### config.mk
export PLATFORM = sky130hd
export DESIGN_NAME = clk_div_multi
export DESIGN_NICKNAME = d
export VERILOG_FILES = /design/src/rtl/clk_div_multi.sv
export SDC_FILE = /design/constraint.sdc
export NUM_CORES = 1
export LEC_CHECK = 0
export BUFFER_PORTS_ARGS = -buffer_cell sky130_fd_sc_hd__buf_2
export CORE_UTILIZATION = 41
export CTS_CLUSTER_DIAMETER = 50
export DETAILED_ROUTE_END_ITERATION = 16
export MAX_ROUTING_LAYER = met4
export PLACE_DENSITY = 0.63
export REMOVE_ABC_BUFFERS = 1
export SYNTH_ARGS = -nofsm -noshare
export SYNTH_HDL_FRONTEND = slang
export SYNTH_SLANG_ARGS = --single-unit
### constraint.sdc
create_clock -name clk -period 2.9 [get_ports clk]
set_input_delay 0.435 -clock clk [delete_from_list [all_inputs] [get_ports clk]]
set_output_delay 0.435 -clock clk [all_outputs]
set_load 0.005 [all_outputs]
### src/rtl/clk_div_multi.sv
// Multi-channel programmable clock divider with glitch-free divisor changes and start/stop.
// Optional macro CLK_DIV_MULTI_ALIGN_EN adds an 'align' input that phase-aligns all running channels.
module clk_div_multi #(
    parameter int NCH      = 2,
    parameter int DIV_W    = 8,
    parameter int DIV_INIT = 4,
    localparam int SEL_W   = (NCH > 1) ? $clog2(NCH) : 1
) (
    input  logic             clk,
    input  logic             reset_n,
    input  logic             div_wr,
    input  logic [SEL_W-1:0] div_sel,
    input  logic [DIV_W-1:0] div_val,
    input  logic [NCH-1:0]   enable,
`ifdef CLK_DIV_MULTI_ALIGN_EN
    input  logic             align,
`endif
    output logic [NCH-1:0]   clk_out,
    output logic [NCH-1:0]   stb,
    output logic [NCH-1:0]   running
);

    // Divisors below 2 cannot produce both a high and a low phase, so they run as 2.
    function automatic logic [DIV_W-1:0] eff_div(input logic [DIV_W-1:0] d);
        return (d < DIV_W'(2)) ? DIV_W'(2) : d;
    endfunction

    logic align_hit;
`ifdef CLK_DIV_MULTI_ALIGN_EN
    assign align_hit = align;
`else
    assign align_hit = 1'b0;
`endif

    genvar gi;
    generate
        for (gi = 0; gi < NCH; gi++) begin : g_ch
            logic [DIV_W-1:0] cnt_reg;
            logic [DIV_W-1:0] n_reg;
            logic [DIV_W-1:0] p_reg;
            logic             pend_reg;
            logic             run_reg;
            logic             clk_reg;
            logic             stb_reg;
            logic [DIV_W-1:0] hlen;
            logic [DIV_W-1:0] cnt_inc;
            logic [DIV_W-1:0] p_eff;
            logic             wrap;
            logic             wr_hit;

            assign hlen    = (n_reg >> 1) + {{(DIV_W-1){1'b0}}, n_reg[0]};
            assign cnt_inc = cnt_reg + DIV_W'(1);
            assign p_eff   = eff_div(p_reg);
            assign wrap    = (cnt_reg == n_reg - DIV_W'(1));
            // An index equal to gi is necessarily below NCH, so out-of-range writes miss every channel.
            assign wr_hit  = div_wr && (div_sel == SEL_W'(gi));

            always_ff @(posedge clk or negedge reset_n) begin
                if (!reset_n) begin
                    cnt_reg  <= DIV_W'(DIV_INIT - 1);
                    n_reg    <= DIV_W'(DIV_INIT);
                    p_reg    <= DIV_W'(DIV_INIT);
                    pend_reg <= 1'b0;
                    run_reg  <= 1'b0;
                    clk_reg  <= 1'b0;
                    stb_reg  <= 1'b0;
                end else begin
                    stb_reg <= 1'b0;
                    if (align_hit && run_reg) begin
                        // Park at the last low cycle so every running channel rises together next cycle.
                        clk_reg <= 1'b0;
                        if (pend_reg) begin
                            n_reg    <= p_eff;
                            cnt_reg  <= p_eff - DIV_W'(1);
                            pend_reg <= 1'b0;
                        end else begin
                            cnt_reg <= n_reg - DIV_W'(1);
                        end
                    end else if (run_reg) begin
                        if (!wrap) begin
                            cnt_reg <= cnt_inc;
                            clk_reg <= (cnt_inc < hlen);
                        end else if (!enable[gi]) begin
                            run_reg <= 1'b0;
                            clk_reg <= 1'b0;
                        end else begin
                            cnt_reg <= '0;
                            clk_reg <= 1'b1;
                            stb_reg <= 1'b1;
                            if (pend_reg) begin
                                n_reg    <= p_eff;
                                pend_reg <= 1'b0;
                            end
                        end
                    end else if (enable[gi]) begin
                        run_reg <= 1'b1;
                        cnt_reg <= '0;
                        clk_reg <= 1'b1;
                        stb_reg <= 1'b1;
                        if (pend_reg) begin
                            n_reg    <= p_eff;
                            pend_reg <= 1'b0;
                        end
                    end else if (pend_reg) begin
                        n_reg    <= p_eff;
                        cnt_reg  <= p_eff - DIV_W'(1);
                        pend_reg <= 1'b0;
                    end
                    // A write landing on an apply edge re-arms pend so the newest value still applies.
                    if (wr_hit) begin
                        p_reg    <= div_val;
                        pend_reg <= 1'b1;
                    end
                end
            end

            assign clk_out[gi] = clk_reg;
            assign stb[gi]     = stb_reg;
            assign running[gi] = run_reg;
        end
    endgenerate

endmodule

# After elaboration in Yosys (flattened, before gate mapping)
# Index checks and enable logic that the tools add are counted.
dict set report totals {
  regBits 56
  wordCells 95
  out_inout_bits 6
  in_bits 14
}
dict set report op_classes {
  n_lt_le_gt_ge 4
  n_eq_ne 12
  reduce_logical 12
  n_addsub 8
  bitwise 1
  mux 44
}
# cell count
set ops {}
lappend ops {{8-bit 2-to-1 mux} 20}
lappend ops {{8-bit by 1-bit subtractor with 8-bit output (second input constant)} 4}
lappend ops {{1-bit 2-to-1 mux} 24}
lappend ops {{7-bit by 1-bit adder with 8-bit output} 2}
lappend ops {{8-bit by 1-bit adder with 8-bit output (second input constant)} 2}
lappend ops {{8-bit == test} 2}
lappend ops {{8-bit by 2-bit less-than comparator with 1-bit output (second input constant)} 2}
lappend ops {{8-bit less-than comparator} 2}
lappend ops {{2-bit AND reduction} 6}
lappend ops {{3-bit by 1-bit inequality test with 1-bit output (second input constant)} 2}
lappend ops {{3-bit by 2-bit inequality test with 1-bit output (second input constant)} 2}
lappend ops {{3-bit inequality test (second input constant)} 2}
lappend ops {{3-bit nonzero test} 2}
lappend ops {{2-bit by 1-bit inequality test with 1-bit output (second input constant)} 2}
lappend ops {{2-bit inequality test (second input constant)} 2}
lappend ops {{2-bit nonzero test} 2}
lappend ops {{1-bit logical AND} 2}
lappend ops {{1-bit inverter} 1}

# Logic depth before layout (Yosys ltp)
# Gate-level depths: netlist (run 1).
dict set report logic_depth {
  word_depth 6
  depth_mapped 11
  depth_no_buf 11
}

# Worst setup path after synthesis (run 1)
# No wires, ideal clock.
dict set report synth_path {
  kind {register to register}
  start {register g_ch[0].n_reg[0]}
  end {register g_ch[0].cnt_reg[4]}
  arrival_time_ns 2.559
  path_stages_with_launch 11
  setup_time_ns 0.118
  required_time_ns 2.782
  path_slack_ns 0.223
  synth_period_minus_slack_ns 2.677
  path_buffers 1
  path_cell_list {dfrtp_1 > buf_2 > inv_1 > ha_1 > xor2_1 > o311ai_0 > a311o_1 > a2111oi_4 > nand2b_4 > mux2_2 > a21o_1}
}
dict set report synth_between {
  elab_chain_len 4
  word_cells_on_any_way 6
  cone_classes {1 x add/sub; 2 x eq/ne; 2 x mux; 1 x reduce/logical}
}
# item line_no
set synth_rtl {}
lappend synth_rtl {{start: declaration} 39} ;# logic [DIV_W-1:0] n_reg;
lappend synth_rtl {{start signal: assignment} 61} ;# n_reg <= DIV_W'(DIV_INIT);
lappend synth_rtl {{start signal: assignment} 73} ;# n_reg <= p_eff;
lappend synth_rtl {{start signal: assignment} 91} ;# n_reg <= p_eff;
lappend synth_rtl {{8-bit by 1-bit subtractor with 8-bit output *} -}
lappend synth_rtl {{8-bit == test *} 54} ;# assign wrap = (cnt_reg == n_reg - DIV_W'(1));
lappend synth_rtl {{3-bit inequality test (no line) / 8-bit 2-to-1 mux (equally long branches)} -}
lappend synth_rtl {{2-bit AND reduction (no line) / 8-bit 2-to-1 mux (equally long branches)} -}
lappend synth_rtl {{end signal: assignment} 60} ;# cnt_reg <= DIV_W'(DIV_INIT - 1);
lappend synth_rtl {{end signal: assignment} 74} ;# cnt_reg <= p_eff - DIV_W'(1);
lappend synth_rtl {{end signal: assignment} 77} ;# cnt_reg <= n_reg - DIV_W'(1);
lappend synth_rtl {{end: declaration} 38} ;# logic [DIV_W-1:0] cnt_reg;
# Mark *: on every way between the ends. The rest lies on a longest branch, timed or not.
# A chain may end at the register's enable or synchronous reset.

# Worst setup path in the final report (run 1)
dict set report layout_path {
  start {register g_ch[0].n_reg[3]}
  end {register g_ch[0].cnt_reg[4]}
}
# Same word-level chain as after synthesis.

==> impl_metrics.py, run 1 <==
metrics = {
    "synth": {
        "ys.flop_type": "dfrtp_1",
        "synth.area.top_cells": "dfrtp_1 30%, ha_1 7.5%, mux2_2 7.3%, xor2_1 5.9%, dfstp_2 5.2%",
        "yosysTopAreaCell": "dfrtp_1",
        "synth_edf_count": 0,
        "synth.distinct_cells": 59,
        "ys_ff_latch": 56,
        "syn-mean-instance-area_um2": 9.83,
        "syn_area_um2": 4020,
        "yosysSeqAreaShare_pct": 35.1,
        "synth_top_area_share_pct": 29.9,
        "synth_cells": 409,
        "synth_warnings": 0,
        "async_flop_share_pct": 100,
    },
    "place": {
        "gp_congestion": 0.871,
        "placed_cell_area_um2": 4160,
        "hpwl_mm": 6.58,
        "preCtsSetupSlack_ns": 0.106,
        "portBuffers": 19,
    },
    "routing": {
        "dr.pass1.iters": 4,
        "antenna_left": 0,
        "drt_iter0_markers": 172,
        "num_vias": 2951,
        "drt_wl_total_mm": 8.59,
        "drc": 0,
        "routedWlPerCell_um": 15.7,
        "via_per_inst": 5.39,
    },
    "finish": {
        "final_nets": 455,
        "fin_area_um2": 4290,
        "drive_above_1_share_pct": 21.5,
        "n_antenna_cell": 0,
        "layout_common_cells": "48 x dfrtp_1, 27 x xor2_1, 26 x nor2_1, 26 x mux2_2, 24 x ha_1",
        "synthToLayoutAreaGrowth_pct": 6.75,
        "final_common_cell": "dfrtp_1",
    },
    "worst_setup_path": {
        "reg2reg_from": "g_ch[0].n_reg[3]",
        "startpoint_type": "register",
        "crit_path_end_kind": "register",
        "arrival_ns": 2.93,
        "crit_start": "g_ch[0].n_reg[3]",
        "rr_endpoint": "g_ch[0].cnt_reg[4]",
        "crit_fanout": 9,
        "r2r.worst_path.cells": 7,
        "critical_path_class": "register to register",
        "reg2reg_slack_ns": 0.17,
        "worst_ep_required_time_ns": 3.10,
        "crit_end": "g_ch[0].cnt_reg[4]",
    },
    "floorplanning": {
        "io_pins": 20,
        "die_h_um": 101,
        "die_w_um": 101,
        "start_util_pct": 42.9,
        "rows": 35,
        "core_area_um2": 9370,
        "die_area_um2": 10200,
    },
    "sta": {
        "setup_tns_ns": 0,
        "fmax_ghz": 0.367,
        "layout_worst_path_cycle_share_pct": 94.1,
        "fin_ws_ns": 0.172,
        "hold_violations": 0,
        "period_needed_ns": 2.73,
        "tightest_slew_ns": 0.805,
        "hold_slack_ns": 0.259,
        "final-setup-viol-count": 0,
        "rsz0062_at_grt": "no",
        "fin_skew_ns": 0.0129,
        "slew_violations": 0,
        "relSlewSlack_pct": 46.2,
    },
    "outcome": {
        "status": "complete, no violations",
    },
    "global_routing": {
        "grt_pass1_vias": 2808,
        "grt-ovfl-total": 0,
        "grt_pass1_wl_mm": 14.5,
        "grt_max_degree": 57,
        "antenna_found_initial": 0,
        "grtUsageTotal_pct": 18.7,
    },
    "clocking": {
        "cts_tree": "built",
        "cts.reportedPaths.clkPinSlew_ns": 0.11,
        "root_buffer": "clkbuf_8",
        "insertion_delay_ns": 0.31,
        "cts_buffer_depth": 2,
        "clock-sinks": 56,
        "htreeDepth": 2,
        "ctsHoldBuffers": 0,
        "cts_buffers": 5,
    },
    "pwr": {
        "vdd_drop_max_mv": 0.337,
        "power_density_nw_per_um2": 899,
        "p_leak_uw": 0.00183,
    },
    "hold_path": {
        "holdCritPathClass": "input pin to asynchronous set/reset pin",
    },
    "run": {
        "maxCapViolations": 0,
    },
}
==> report_power, final <==
group	leakage, uW	switching, uW	internal (uW)	total [uW]
sequential	0.000655	442	1060	1500
combinational	0.00113	939	974	1910
clock	0.0000445	250	195	444
==> cell type report <==
class / count / area, um^2
clock inverters: 1 / 7.51
multi-input cells: 308 / 2390
inverters: 17 / 63.8
clock buffers: 7 / 86.3
well taps: 129 / 161
repair buffers: 29 / 170
flip-flops and latches: 56 / 1410
fillers: 921 / 5080
==> critical path, cell delays in order (launching register included) <==
cell	delay, ns
dfrtp_1	0.52
nor4_2	0.40
and3_1	0.21
o22ai_1	0.10
a2111oi_4	0.58
nand2b_4	0.30
mux2_2	0.34
a21o_1	0.17
==> how the worst min path moves through the flow <==
stage | from | to | slack, ns | cells past startpoint
after floorplan | reset_n | g_ch[0].clk_reg | 0.14 | 0
after global placement | g_ch[0].clk_reg | g_ch[0].clk_reg | 0.49 | 1
after detailed placement | g_ch[0].clk_reg | g_ch[0].clk_reg | 0.48 | 1
after CTS | reset_n | g_ch[0].run_reg | 0.29 | 2
after global routing | reset_n | g_ch[0].cnt_reg[5] | 0.31 | 2
final | reset_n | g_ch[0].p_reg[6] | 0.26 | 2
==> synth_stat cells, types with 4 or more instances <==
cell / instances
and3_1: 9
ha_1: 24
o22ai_1: 5
dfstp_2: 8
xnor2_1: 23
mux2i_1: 4
nor4_1: 4
nor3_1: 5
o31ai_1: 5
a21o_1: 4
inv_1: 17
o21bai_1: 4
o2bb2ai_1: 4
dfrtp_1: 48
nand3_1: 16
nor2_1: 26
buf_2: 4
nand2b_1: 7
nand2_1: 19
buf_4: 8
mux2_4: 6
xor2_1: 27
o21ai_0: 13
clkbuf_1: 13
nor2b_1: 7
mux2_2: 26
a21oi_1: 18
==> kinds of logic (layout without fill, tap and decap cells) <==
family	count (synthesis)	after routing	synth area share [%]
adders and majority gates	24	24	7.47
DFF	56	56	35.1
buffers and inverters	45	54	5.63
xor gates and xnor gates	50	50	10.9
muxes	36	36	10.5
and+or+nand+nor	113	113	15.3
AOI/OAI and AO/OA	85	85	15.1
==> metal layers <==
layer	track usage [%]	share of wire (%)	routed length, um	vias up
met1	28.0	53	4570	1420
met5	-	0	0	-
met4	3.90	0.83	71	0
met3	2.22	3.0	257	6
met2	26.9	43	3700	56
li1	-	-	-	1469
==> through the flow <==
step           std cells  power (uW)  util [%]
2_1_floorplan        381        2880         -
3_3_place_gp         535        3350      44.4
3_5_place_dp         535        3420      44.4
4_1_cts              543        3870      45.4
5_1_grt              547        4230      45.8
6_report             547        3860      45.8
==> what timing repair did <==
action,in CTS,in global routing
resized for setup,0,2
buffers inserted,0,4
setup endpoints to repair,0,7
Note: power is estimated with default switching activity, not from simulation.
==> run 2: changes to the inputs <==
BUFFER_PORTS_ARGS = -buffer_cell sky130_fd_sc_hd__clkbuf_2   (was -buffer_cell sky130_fd_sc_hd__buf_2)
PLACE_DENSITY = 0.61   (was 0.63)
clock period = 3.01 ns   (was 2.9 ns; I/O delays follow)
==> run 2 against run 1 <==
  * Critical path depth is 3 higher
  * Worst setup slack better by 0.011 ns
  * Utilization is 0.47 points lower
  * Combinational power is 4% lower
  * Largest power group unchanged
  * Critical endpoint unchanged
  * Register-to-register slack hardly changed
==> impl_metrics.py, run 2 (synthesis gave the netlist of run 1 again) <==
metrics = {
    "routing": {
        "dr.pass1.iters": 4,
        "num_vias": 2936,
        "antenna_left": 0,
        "via_per_inst": 5.40,
        "topRoutingLayerUsed": "met4",
        "met3_length_um": 282,
        "drt_iter0_markers": 117,
        "routedWlPerCell_um": 15.5,
        "wl_met2_mm": 3.45,
        "wl_met1_mm": 4.60,
        "drc": 0,
        "drt_wl_total_mm": 8.41,
    },
    "sta": {
        "fmax_ghz": 0.354,
        "relSlewSlack_pct": 48.3,
        "period_needed_ns": 2.83,
        "slew_violations": 0,
        "setup_tns_ns": 0,
        "hold_violations": 0,
        "final-setup-viol-count": 0,
        "fin_skew_ns": 0.0127,
        "rsz0062_at_grt": "no",
        "layout_worst_path_cycle_share_pct": 93.9,
        "tightest_slew_ns": 0.774,
        "fin_ws_ns": 0.183,
        "hold_slack_ns": 0.263,
    },
    "worst_setup_path": {
        "startpoint_type": "register",
        "arrival_ns": 3.04,
        "cp_slowest_stage_delay_ns": 0.46,
        "cp.buffers_inverters": 2,
        "cp_top_family": "compound AO/OA/AOI/OAI gates",
        "crit_path_end_kind": "register",
        "critical_path_class": "register to register",
        "crit_fanout": 15,
        "crit_chain": "inv_1 > ha_1 > xor2_1 > o311ai_0 > a311o_1 > a2111oi_4 > buf_4 > nand2b_4 > mux2_2 > a21o_1",
        "worst_ep_required_time_ns": 3.23,
        "slowest_stage": "dfrtp_1",
    },
    "run": {
        "maxCapViolations": 0,
    },
    "finish": {
        "fin_area_um2": 4250,
        "fin_util_pct": 45.3,
        "nFillCells": 935,
        "n_antenna_cell": 0,
        "final_nets": 452,
        "multi_input_area_um2": 2380,
        "layout_common_cells": "48 x dfrtp_1, 27 x xor2_1, 26 x nor2_1, 26 x mux2_2, 24 x ha_1",
        "regArea_um2": 1410,
        "drive_above_1_share_pct": 20.2,
        "final_common_cell": "dfrtp_1",
        "synthToLayoutAreaGrowth_pct": 5.66,
    },
    "global_routing": {
        "grtUsageTotal_pct": 18.9,
        "grt_pass1_wl_mm": 14.6,
        "grt-ovfl-total": 0,
        "grt_pass1_vias": 2877,
        "antenna_found_initial": 0,
        "grt_max_degree": 57,
    },
    "clocking": {
        "cts_resized": 0,
        "htreeDepth": 2,
        "cts_tree": "built",
        "cts_buffer_depth": 2,
        "cts.reportedPaths.clkPinSlew_ns": 0.10,
        "cts_buffers": 5,
        "root_buffer": "clkbuf_8",
        "insertion_delay_ns": 0.31,
        "clock-sinks": 56,
    },
    "floorplanning": {
        "die_w_um": 101,
        "core_area_um2": 9370,
        "rows": 35,
        "die_h_um": 101,
        "io_pins": 20,
        "start_util_pct": 42.9,
        "die_area_um2": 10200,
    },
    "place": {
        "hpwl_mm": 6.48,
        "portBuffers": 19,
        "placed_cell_area_um2": 4150,
        "gp_congestion": 0.850,
        "preCtsSetupSlack_ns": 0.0957,
    },
    "pwr": {
        "power_density_nw_per_um2": 863,
        "p_leak_uw": 0.00181,
        "vdd_drop_max_mv": 0.303,
    },
    "outcome": {
        "status": "complete, no violations",
    },
    "hold_path": {
        "holdCritPathClass": "input pin to asynchronous set/reset pin",
    },
}
run 2: cell count changes in the layout (fill, tap and decap cells not counted), sizes merged:
cell	before	now
clkinvlp	1	0
buf	29	7
clkbuf	7	26
clkinv	0	1
run 2: path summary, 6_finish.rpt:
path / cells past startpoint / start / slack (ns) / end
setup / recovery: 10 / g_ch[0].n_reg[1] / 0.18 / g_ch[0].cnt_reg[4]
hold / removal: 2 / reset_n / 0.26 / g_ch[1].p_reg[6]
setup reg to reg: 10 / g_ch[0].n_reg[1] / 0.18 / g_ch[0].cnt_reg[4]
hold reg to reg: 1 / g_ch[0].clk_reg / 0.50 / g_ch[0].clk_reg
max in group asynchronous: 2 / reset_n / 2.27 / g_ch[1].cnt_reg[4]
min in group clk: 3 / div_val[7] / 0.36 / g_ch[0].p_reg[7]
run 2: power by group:
group          internal, uW  total [uW]  switching (uW)
registers              1020        1440             419
logic                   935        1830             892
clock network           164         401             237
total                  2120        3670            1550
run 2: repair_timing:
action / in CTS / in global routing
setup buffers: 0 / 2
hold buffers: 0 / 0
endpoints found under the setup margin: 0 / 3
run 2: layout make-up:
cell class | instances | area share [%]
well taps | 129 | 3.80
repair buffers | 26 | 3.47
multi-input cells | 308 | 56.1
clock buffers | 7 | 1.80
flip-flops and latches | 56 | 33.2
inverters | 17 | 1.50
clock inverters | 1 | 0.118
run 2: routing by layer:
metal  track usage [%]  vias to the layer above
met1              28.5                     1425
met3              3.05                        8
met4              3.34                        0
met5                 -                        -
li1                  -                     1461
met2              26.8                       42
run 2: stage by stage:
stage	std cells	power (uW)
after floorplan	381	2780
after global placement	534	3230
after detailed placement	534	3270
after CTS	542	3680
after global routing	544	4030
final	544	3670
